File: config.mk
export PLATFORM = sky130hd
export DESIGN_NAME = uart11_mux
export DESIGN_NICKNAME = d
export VERILOG_FILES = /design/src/rtl/uart11_mux.sv
export SDC_FILE = /design/constraint.sdc
export NUM_CORES = 1
export LEC_CHECK = 0
export ABC_AREA = 1
export CAP_MARGIN = 25
export CORE_UTILIZATION = 55
export DETAILED_ROUTE_END_ITERATION = 12
export GPL_ROUTABILITY_DRIVEN = 0
export PLACE_DENSITY_LB_ADDON = 0.08
export SYNTH_ARGS = -nofsm -noshare
export SYNTH_HDL_FRONTEND = slang
export SYNTH_SLANG_ARGS = --single-unit
File: constraint.sdc
create_clock -name clk -period 2.7 [get_ports clk]
set_clock_uncertainty 0.1 [all_clocks]
set_input_delay 0.405 -clock clk [delete_from_list [all_inputs] [get_ports clk]]
set_output_delay 0.405 -clock clk [all_outputs]
set_load 0.01 [all_outputs]
File: src/rtl/uart11_mux.sv
`default_nettype none
// +----------------------------------------------------------------------------+
// | Module      : uart11_mux (with helper uart11_mux_fifo)                      |
// | Description : NCHAN-channel DL11-style UART register block. Each channel    |
// |               has a TX and an RX single-clock FIFO. The PDP-11 bus side     |
// |               sees RCSR/RBUF/XCSR/XBUF per channel, and the 32-bit host     |
// |               side pops TX data, pushes RX data, reads status and issues    |
// |               flush/flag-clear controls. Per-channel RX/TX interrupts are   |
// |               registered and level-sensitive.                               |
// | Ports       : clk, busrst_n (async active-low reset)                        |
// |               uartreq/uartaddr/uartwr/uartwdata -> uartack/uartrdata        |
// |               uarthostreq/uarthostaddr/uarthostwr/uarthostwdata             |
// |                 -> uarthostack/uarthostrdata                                |
// |               uartirq[2c] RX irq, uartirq[2c+1] TX irq of channel c         |
// | Revision    : 1.0 - initial release                                         |
// +----------------------------------------------------------------------------+

module uart11_mux_fifo #(
    parameter int DEPTH = 16,
    parameter int WIDTH = 8,
    parameter int AW    = 4
) (
    input  logic             clk,
    input  logic             busrst_n,
    input  logic             push,
    input  logic             pop,
    input  logic             flush,
    input  logic [WIDTH-1:0] wdata,
    output logic [AW:0]      count,
    output logic [WIDTH-1:0] head,
    output logic             nonempty,
    output logic             notfull,
    output logic             pop_ok
);
    logic [AW:0]      cnt_q, cnt_d;
    logic [AW-1:0]    wp_q, wp_d, rp_q, rp_d;
    logic             push_ok;
    logic [WIDTH-1:0] mem_q [DEPTH];

    assign nonempty = (cnt_q != '0);
    assign notfull  = (cnt_q != (AW+1)'(DEPTH));
    assign count    = cnt_q;
    assign head     = mem_q[rp_q];

    // Acceptance is judged on the occupancy at the start of the cycle, so a
    // pop never makes room for a push in the same cycle, and a push into an
    // empty FIFO is never visible to a same-cycle pop.
    always_comb begin
        push_ok = push && notfull && !flush;
        pop_ok  = pop && nonempty;
        cnt_d   = cnt_q;
        wp_d    = wp_q;
        rp_d    = rp_q;
        if (flush) begin
            cnt_d = '0;
            wp_d  = '0;
            rp_d  = '0;
        end else begin
            if (push_ok) wp_d = wp_q + AW'(1);
            if (pop_ok)  rp_d = rp_q + AW'(1);
            cnt_d = cnt_q + (AW+1)'(push_ok) - (AW+1)'(pop_ok);
        end
    end

    always_ff @(posedge clk or negedge busrst_n) begin
        if (!busrst_n) begin
            cnt_q <= '0;
            wp_q  <= '0;
            rp_q  <= '0;
        end else begin
            cnt_q <= cnt_d;
            wp_q  <= wp_d;
            rp_q  <= rp_d;
        end
    end

    always_ff @(posedge clk) begin
        if (push_ok) mem_q[wp_q] <= wdata;
    end
endmodule

module uart11_mux #(
    parameter  int NCHAN = 4,
    parameter  int DEPTH = 16,
    parameter  int WIDTH = 8,
    localparam int CW    = (NCHAN > 1) ? $clog2(NCHAN) : 1,
    localparam int AW    = $clog2(DEPTH)
) (
    input  logic               clk,
    input  logic               busrst_n,
    input  logic               uartreq,
    input  logic [2+CW:0]      uartaddr,
    input  logic               uartwr,
    input  logic [15:0]        uartwdata,
    output logic               uartack,
    output logic [15:0]        uartrdata,
    output logic [2*NCHAN-1:0] uartirq,
    input  logic               uarthostreq,
    input  logic [1+CW:0]      uarthostaddr,
    input  logic               uarthostwr,
    input  logic [31:0]        uarthostwdata,
    output logic               uarthostack,
    output logic [31:0]        uarthostrdata
);
    logic [CW-1:0] bus_ch, host_ch;
    logic [1:0]    bus_reg, host_reg;
    wire  [15:0]   bus_rd_w  [NCHAN];
    wire  [31:0]   host_rd_w [NCHAN];
    wire  [2*NCHAN-1:0] irq_w;

    logic               ack_q, ack_d, hostack_q, hostack_d;
    logic [15:0]        rdata_q, rdata_d;
    logic [31:0]        hostrdata_q, hostrdata_d;
    logic [2*NCHAN-1:0] irq_q, irq_d;
    logic               unused_ok;

    assign bus_ch    = uartaddr[2+CW:3];
    assign bus_reg   = uartaddr[2:1];
    assign host_ch   = uarthostaddr[1+CW:2];
    assign host_reg  = uarthostaddr[1:0];
    assign unused_ok = ^{uartaddr[0], uartwdata, uarthostwdata};

    for (genvar c = 0; c < NCHAN; c++) begin : g_chan
        logic             bus_hit, host_hit;
        logic             tx_push, tx_pop, tx_flush, rx_push, rx_pop, rx_flush, flag_clr;
        logic             rxie_q, rxie_d, txie_q, txie_d, ovr_q, ovr_d, err_q, err_d;
        logic [AW:0]      tx_count, rx_count;
        logic [WIDTH-1:0] tx_head, rx_head;
        logic             tx_ne, tx_nf, rx_ne, rx_nf, tx_pop_ok, rx_pop_ok;
        logic             unused_rx_pop_ok;
        logic [15:0]      bus_rd;
        logic [31:0]      host_rd;

        always_comb begin
            bus_hit  = uartreq && (bus_ch == CW'(c));
            host_hit = uarthostreq && (host_ch == CW'(c));
            tx_push  = bus_hit && uartwr && (bus_reg == 2'd3);
            rx_pop   = bus_hit && !uartwr && (bus_reg == 2'd1);
            tx_pop   = host_hit && !uarthostwr && (host_reg == 2'd0);
            rx_push  = host_hit && uarthostwr && (host_reg == 2'd0);
            tx_flush = host_hit && uarthostwr && (host_reg == 2'd1) && uarthostwdata[0];
            rx_flush = host_hit && uarthostwr && (host_reg == 2'd1) && uarthostwdata[1];
            flag_clr = host_hit && uarthostwr && (host_reg == 2'd1) && uarthostwdata[2];
        end

        uart11_mux_fifo #(.DEPTH(DEPTH), .WIDTH(WIDTH), .AW(AW)) u_tx (
            .clk(clk), .busrst_n(busrst_n), .push(tx_push), .pop(tx_pop), .flush(tx_flush),
            .wdata(uartwdata[WIDTH-1:0]), .count(tx_count), .head(tx_head),
            .nonempty(tx_ne), .notfull(tx_nf), .pop_ok(tx_pop_ok)
        );

        uart11_mux_fifo #(.DEPTH(DEPTH), .WIDTH(WIDTH), .AW(AW)) u_rx (
            .clk(clk), .busrst_n(busrst_n), .push(rx_push), .pop(rx_pop), .flush(rx_flush),
            .wdata(uarthostwdata[WIDTH-1:0]), .count(rx_count), .head(rx_head),
            .nonempty(rx_ne), .notfull(rx_nf), .pop_ok(rx_pop_ok)
        );
        assign unused_rx_pop_ok = rx_pop_ok;

        // An RBUF read clears the flags, but a host push landing in the same
        // cycle re-arms them so an overrun is never lost.
        always_comb begin
            rxie_d = rxie_q;
            txie_d = txie_q;
            ovr_d  = ovr_q;
            err_d  = err_q;
            if (bus_hit && uartwr && (bus_reg == 2'd0)) rxie_d = uartwdata[6];
            if (bus_hit && uartwr && (bus_reg == 2'd2)) txie_d = uartwdata[6];
            if (rx_pop || flag_clr) begin
                ovr_d = 1'b0;
                err_d = 1'b0;
            end
            if (rx_push && !rx_nf)           ovr_d = 1'b1;
            if (rx_push && uarthostwdata[31]) err_d = 1'b1;
        end

        always_ff @(posedge clk or negedge busrst_n) begin
            if (!busrst_n) begin
                rxie_q <= 1'b0;
                txie_q <= 1'b0;
                ovr_q  <= 1'b0;
                err_q  <= 1'b0;
            end else begin
                rxie_q <= rxie_d;
                txie_q <= txie_d;
                ovr_q  <= ovr_d;
                err_q  <= err_d;
            end
        end

        always_comb begin
            bus_rd = '0;
            case (bus_reg)
                2'd0:    bus_rd = {8'd0, rx_ne, rxie_q, 6'd0};
                2'd1:    bus_rd = {err_q, ovr_q, 6'd0, rx_ne ? 8'(rx_head) : 8'd0};
                2'd2:    bus_rd = {8'd0, tx_nf, txie_q, 6'd0};
                default: bus_rd = '0;
            endcase
        end

        always_comb begin
            host_rd = '0;
            case (host_reg)
                2'd0: host_rd = tx_ne ? {1'b1, 7'd0, 8'(tx_count - (AW+1)'(tx_pop_ok)),
                                         8'd0, 8'(tx_head)} : '0;
                2'd1: host_rd = {!rx_nf, !tx_ne, 6'd0, 8'(rx_count), 8'd0, 8'(tx_count)};
                default: host_rd = '0;
            endcase
        end

        assign bus_rd_w[c]  = bus_rd;
        assign host_rd_w[c] = host_rd;
        assign irq_w[2*c]   = rxie_q & rx_ne;
        assign irq_w[2*c+1] = txie_q & tx_nf;
    end

    // Channels at or above NCHAN never match, so their reads stay zero.
    always_comb begin
        ack_d       = uartreq;
        hostack_d   = uarthostreq;
        rdata_d     = '0;
        hostrdata_d = '0;
        irq_d       = irq_w;
        for (int c = 0; c < NCHAN; c++) begin
            if (uartreq && !uartwr && (bus_ch == CW'(c)))             rdata_d     = bus_rd_w[c];
            if (uarthostreq && !uarthostwr && (host_ch == CW'(c)))    hostrdata_d = host_rd_w[c];
        end
    end

    always_ff @(posedge clk or negedge busrst_n) begin
        if (!busrst_n) begin
            ack_q       <= 1'b0;
            hostack_q   <= 1'b0;
            rdata_q     <= '0;
            hostrdata_q <= '0;
            irq_q       <= '0;
        end else begin
            ack_q       <= ack_d;
            hostack_q   <= hostack_d;
            rdata_q     <= rdata_d;
            hostrdata_q <= hostrdata_d;
            irq_q       <= irq_d;
        end
    end

    assign uartack       = ack_q;
    assign uartrdata     = rdata_q;
    assign uarthostack   = hostack_q;
    assign uarthostrdata = hostrdata_q;
    assign uartirq       = irq_q;
endmodule

`default_nettype wire

## Word level (Yosys, flattened, before mapping)

Memory sizes are Yosys's and may differ from the RTL's.
Index checks and enable logic that the tools add are counted.

| word-level totals | value |
|---|---|
| register bits | 178 |
| input bits | 63 |
| output and inout bits | 58 |
| word-level logic and storage cells | 371 |
| RAM bits | 1024 |
| memories | 8 |

Memory list:

| memory | depth | width | rd ports | clocked after Yosys merged registers in | wr ports | line | source |
|---|---|---|---|---|---|---|---|
| g_chan[0].u_rx.mem_q | 16 | 8 | 1 | 0 | 1 | 38 | `logic [WIDTH-1:0] mem_q [DEPTH];` |
| g_chan[0].u_tx.mem_q | 16 | 8 | 1 | 0 | 1 | 38 |  |
| g_chan[1].u_rx.mem_q | 16 | 8 | 1 | 0 | 1 | 38 |  |
| g_chan[1].u_tx.mem_q | 16 | 8 | 1 | 0 | 1 | 38 |  |
| g_chan[2].u_rx.mem_q | 16 | 8 | 1 | 0 | 1 | 38 |  |
| g_chan[2].u_tx.mem_q | 16 | 8 | 1 | 0 | 1 | 38 |  |
| +2 memories | - | - | - | - | - | - |  |

| operators by class | value |
|---|---|
| reduce and logical (&&, ||, !) cells | 164 |
| eq/ne operators | 18 |
| mux-type cells | 92 |
| add/sub/neg operators | 36 |
| bitwise operators | 8 |

Operator list:

| operator | number |
|---|---|
| $mux W32 | 8 |
| $pmux W32 S2 | 4 |
| $pmux W16 S3 | 4 |
| $mux W4 | 32 |
| $logic_and A1 B1 Y1 | 106 |
| $add A4 B1 Y4 const B | 16 |
| $mux W16 | 4 |
| $reduce_bool A2 Y1 | 24 |
| $add A5 B1 Y5 | 8 |
| $mux W5 | 8 |
| $ne A5 B5 Y1 const B | 8 |
| $reduce_bool A5 Y1 | 8 |
| $sub A5 B1 Y5 | 8 |
| $mux W8 | 4 |
| $mux W1 | 28 |
| $sub A5 B1 Y6 | 4 |
| $logic_not A1 Y1 | 18 |
| $eq A2 B2 Y1 const B | 6 |
| $and A1 B1 Y1 | 8 |
| $eq A2 B1 Y1 const B | 4 |
| $logic_not A2 Y1 | 4 |
| $logic_or A1 B1 Y1 | 4 |

## Depth between registers and ports, before layout

| logic depth | value |
|---|---|
| depth in word-level cells | 12 |
| depth in mapped cells | 17 |
| depth with buffers taken out | 16 |

## Modules after synthesis

From an unflattened synthesis, not the netlist that was laid out.

| second synthesis, totals | value |
|---|---|
| cell total of the unflattened synthesis | 5695 |
| area, all modules | 55159.2 µm² |

Modules (own cells, without submodules):

| module | cells each | instances | sequential area each (µm²) | area each (µm²) |
|---|---|---|---|---|
| uart11_mux_fifo (g_chan[2].u_tx ...) | 641 | 3 | 4169.0 | 6434.9 |
| uart11_mux_fifo (g_chan[1].u_rx ...) | 641 | 3 | 4169.0 | 6408.6 |
| uart11_mux_fifo (g_chan[0].u_rx) | 643 | 1 | 4169.0 | 6418.7 |
| uart11_mux_fifo (g_chan[0].u_tx) | 638 | 1 | 4169.0 | 6393.6 |
| uart11_mux | 568 | 1 | 1301.2 | 3816.2 |

## Worst setup path after synthesis

Ideal clock, no wire load.

| timing path | value |
|---|---|
| path kind | register to register |
| start point | register g_chan[0].u_tx.cnt_q[3] |
| end point | register g_chan[0].u_tx.cnt_q[4] |
| slack | -0.149 ns |
| clock period less this slack | 2.849 ns |
| stages on the path, launching flop included | 15 |
| data arrival time | 2.672 ns |
| library setup time | 0.077 ns |
| data required time | 2.523 ns |
| cells stage by stage | dfrtp_1 > inv_1 > ha_1 > nand4_1 > nand3_1 > inv_1 > buf_4 > ha_1 > inv_1 > ha_1 > fa_1 > a21oi_1 > o21ba_2 > o21ai_0 > a21oi_1 |

| on the way | value |
|---|---|
| longest elaborated chain between the ends | 6 |
| elaborated cells between the ends (all ways) | 8 |
| those cells by class | add/sub (2); eq/ne (1); mux (1); reduce/logical (4) |

RTL lines:

| item | line | source |
|---|---|---|
| from (decl) | 35 | `logic [AW:0] cnt_q, cnt_d;` |
| from (signal assigned) | 71 | `cnt_q <= cnt_d;` |
| $ne A5 B5 Y1 | 41 | `assign notfull = (cnt_q != (AW+1)'(DEPTH));` |
| $logic_and A1 B1 Y1 (2 in a row) | 49 | `push_ok = push && notfull && !flush;` |
| $add A5 B1 Y5 | 61 | `cnt_d = cnt_q + (AW+1)'(push_ok) - (AW+1)'(pop_ok);` |
| $sub A5 B1 Y5 * | 61 |  |
| $mux W5 * | 54 | `if (flush) begin` |
| net g_chan[0].u_tx.cnt_d[4] | 35 |  |

The timed path passes the listed nets; every way through them passes the cells marked *.
A chain may end at the register's enable or synchronous reset.

## Worst setup path in the final report

| timing path | value |
|---|---|
| start point | register g_chan[1].u_tx.cnt_q[2] |
| end point | register g_chan[1].u_tx.cnt_q[4] |

| on the way | value |
|---|---|
| longest elaborated chain between the ends | 6 |
| elaborated cells between the ends (all ways) | 8 |
| those cells by class | add/sub (2); eq/ne (1); mux (1); reduce/logical (4) |

RTL lines:

| item | line |
|---|---|
| from (decl) | 35 |
| from (signal assigned) | 71 |
| $ne A5 B5 Y1 | 41 |
| $logic_and A1 B1 Y1 (2 in a row) | 49 |
| $add A5 B1 Y5 | 61 |
| $sub A5 B1 Y5 * | 61 |
| $mux W5 * | 54 |
| net g_chan[1].u_tx.cnt_d[4] | 35 |

Marks and branches as above.

==> flow_summary.json <==
{
  "synthSimpleGateAreaFrac_pct": 12.3,
  "timing.hold.ws_ns": 0.0927,
  "n_fill_cell": 6877,
  "synth_top_area_share_pct": 61.1,
  "ir_worst_vdd_uv": 591,
  "path_clk_slew_ns": 0.06,
  "dr.pass1.iters": 8,
  "p_int_uw": 34900,
  "async_flop_share_pct": 13.2,
  "drt-vias-per-instance": 5.73,
  "grt_usage_pct": 27.4,
  "yosysWarnings": 0,
  "synth_top_family_by_area": "simple AND/OR/NAND/NOR gates",
  "pwr-share-clk_pct": 31.9,
  "ys_ff_latch": 1180,
  "io_buffers": 68,
  "ys_types": 51,
  "vias": 34100,
  "first_global_vias": 32798,
  "p_total_uw": 51300,
  "power_switching_uw": 16400,
  "combPwrFrac_pct": 26.5,
  "wl_met3_mm": 9.21,
  "finalCriticalPeriod_ns": 2.56,
  "drc": 0,
  "top_layer": "met5",
  "timing.final.crit_share_pct": 94.8,
  "numCtsBuffers": 118,
  "synthFlopType": "edfxtp_1",
  "layout.nets": 4850,
  "drive_gt1_share_pct": 15.1,
  "cp_max_fo": 2,
  "swShare_pct": 31.9,
  "setup_slack_ns": 0.140,
  "worst-setup-path-type": "reg -> reg",
  "num_rows": 110,
  "hp-class": "in -> reg",
  "wl_per_cell_um": 21.4,
  "cts.sinks": 1180,
  "max_slew_margin_pct": 47.2,
  "final_max_slew_viol_count": 0,
  "root_buffer": "clkbuf_16",
  "regArea_um2": 34700,
  "fmax_ghz": 0.391,
  "ant_nets": 0,
  "syn_inst": 4292,
  "htree_levels": 3,
  "wl_met2_mm": 59.3,
  "outcome": "finished, final reports clean",
  "grt_max_degree": 73,
  "synth_enable_flop_cells": 1024,
  "tightest_slew_ns": 0.792,
  "stdcell_count": 5954,
  "required_ns": 3.21,
  "io_pins": 121,
  "synth_largest_area_cell": "edfxtp_1",
  "hold_viol_final": 0,
  "powerDensity_nw_per_um2": 871,
  "fp.dieH_um": 305,
  "p_seq_share_pct": 41.6,
  "cts_tree": "yes",
  "seq_area_frac_synth_pct": 68.8,
  "synth.area.top_cells": "edfxtp_1, dfrtp_1, o21ai_0",
  "multi_input_area_um2": 13700,
  "finalSetupViolCount": 0,
  "area_delta_synth_final_pct": 17.0,
  "synth_area_um2": 50300,
  "leakage_uw": 0.0218,
  "core-area_um2": 90300,
  "synthMuxAreaShare_pct": 0,
  "dpl.cell_count": 5708,
  "routed_wl_mm": 127,
  "cp.arrival_ns": 3.07,
  "fin_area_um2": 58900,
  "drtIter0Drc": 3375,
  "antenna_found_initial": 5,
  "setup.worst_path.start_class": "register",
  "dieArea_um2": 92700,
  "placed_area_um2": 54700,
  "dpl_worst_slack_ns": -0.462,
  "clk_path_buf_depth": 3,
  "hpwl_mm": 81.4,
  "synth_xor_area_share_pct": 0.435,
  "grt_pass1_wl_mm": 195,
  "clk_latency_ns": 0.71,
  "start_util_pct": 55.7,
  "synth_compound_area_share_pct": 11.0,
  "grt_overflow": 0,
  "synthAdderAreaFrac_pct": 3.00,
  "cap_violations": 0,
  "avgSynthCellArea_um2": 11.7,
  "wl_met1_mm": 56.5,
  "worst_setup_path_end_kind": "register",
  "die_x_um": 305
}
-- cell families after synthesis --
kind of cell,after synthesis
AND/OR/NAND/NOR,1486
flip-flops,1180
AO/OA/AOI/OAI,951
buffers and inverters,533
adder cells (fa/ha/maj),116
XOR/XNOR,25
other,1
-- routing by layer --
metal  vias up  track usage (%)
met5         -                0
met4         2             6.75
met3       159             3.90
met2      1167             43.1
met1     16686             40.5
li1      16086                -
-- per-stage QoR --
stage | setup TNS [ns] | util (%)
6_report | 0 | 65.2
5_1_grt | -0.0362 | 65.2
4_1_cts | 0 | 64.9
3_5_place_dp | -181.50 | 60.5
3_3_place_gp | -164.57 | 60.5
2_1_floorplan | 0 | -
-- final timing paths --
check                                        endpoint                     from  cells after the start  slack, ns
max                           g_chan[1].u_tx.count[4]  g_chan[1].u_tx.count[2]                     14       0.14
min                        g_chan[3].u_tx.mem_q[1][1]             uartwdata[1]                      2       0.09
max reg2reg                   g_chan[1].u_tx.count[4]  g_chan[1].u_tx.count[2]                     14       0.14
min reg2reg                                uartirq[7]         g_chan[3].txie_q                      2       0.40
max in group asynchronous      g_chan[0].u_tx.rp_q[0]                 busrst_n                      3       1.58
min in group asynchronous                  uartirq[2]                 busrst_n                      2       0.19
-- registers in the layout (all words and copies together) (netlist names), 4 cells and up --
signal	flops
g_chan.u_rx.mem_q	512
g_chan.u_tx.mem_q	512
g_chan.u_rx.count	20
g_chan.u_tx.count	20
g_chan.u_rx.rp_q	16
g_chan.u_rx.wp_q	16
g_chan.u_tx.rp_q	16
g_chan.u_tx.wp_q	16
uarthostrdata	16
uartrdata	10
uartirq	8
g_chan.err_q	4
g_chan.ovr_q	4
g_chan.rxie_q	4
g_chan.txie_q	4
-- synthesized netlist by cell type (3+ instances only) --
library cell  number
edfxtp_1        1024
nor2_1           683
o21ai_0          548
nand2_1          458
inv_1            277
nand3_1          253
dfrtp_1          156
clkbuf_1         137
o22ai_1          111
ha_1             108
o221ai_1          92
a21oi_1           79
o211ai_1          61
buf_2             59
buf_4             31
nand4_1           22
xor2_1            18
or2_2             17
nor2_2            13
inv_2             12
nor2_4            12
o21ai_1           12
nor4_1             9
clkinv_1           8
fa_1               8
nor3_1             8
a31oi_1            7
xnor2_1            7
a211oi_1           6
a22o_1             6
a32oi_1            6
buf_1              6
a221oi_1           5
nor3b_1            4
o31ai_1            4
nand2_2            3
o21a_1             3
-- worst max-delay path, stage by stage, from the launching register on --
cell,delay [ns]
dfrtp_1,0.38
inv_1,0.09
ha_1,0.18
nand4_1,0.15
nand2_2,0.13
nor2_2,0.04
ha_1,0.26
inv_1,0.05
ha_1,0.21
fa_1,0.41
nand2_1,0.09
a21oi_1,0.06
nor2_1,0.12
o21ai_0,0.09
a21oi_1,0.11
-- placed cells by master, fill, tap and decap left out, types with 7 or more instances in the layout --
cell             instances
inv_1                  265
nand2_1                455
dfrtp_2                  8
o211ai_1                61
nand4_1                 22
nor2_2                  16
o21ai_0                546
conb_1                  20
buf_4                  380
nand3_1                247
buf_2                   16
nor2_1                 676
clkdlybuf4s50_1         51
o22ai_1                111
clkinv_1                34
clkinv_2                28
nor3_1                   8
ha_1                    99
clkbuf_1                17
o221ai_1                92
xor2_1                  18
or2_2                   17
edfxtp_1              1024
xnor2_1                  7
nor2_4                  16
dfrtp_1                148
o21ai_1                 14
bufinv_16               14
clkinvlp_4               9
buf_12                  26
inv_2                   22
a31oi_1                  7
fa_2                     7
clkbuf_16              120
a21oi_1                 77
-- cell type report --
| class | count | area share, % |
|---|---|---|
| Inverter | 297 | 1.90 |
| Antenna cell | 5 | 0.0213 |
| Timing Repair Buffer | 476 | 6.79 |
| Sequential cell | 1180 | 58.9 |
| Clock buffer | 138 | 5.23 |
| Tap cell | 1176 | 2.50 |
| Multi-Input combinational cell | 2598 | 23.3 |
| Clock inverter | 84 | 1.36 |
-- power groups by stage --
stage          registers [uW]  logic (uW)  clock network, uW
4_1_cts                 21300       13200              16600
2_1_floorplan           21400        8390                  0
3_3_place_gp            21700       12900                  0
6_report                21400       13600              16300
5_1_grt                 21400       15100              17300
3_5_place_dp            21700       13100                  0
-- repair_timing --
| action | 4_1_cts | 5_1_grt |
|---|---|---|
| gates resized for setup | 4 | 43 |
| hold buffers | 1 | 0 |
| endpoints found under the setup margin | 2 | 14 |
| hold endpoints to repair | 58 | 0 |
| pin swaps | 0 | 18 |
| buffers inserted | 0 | 18 |
(Power assumes the default switching activity.)
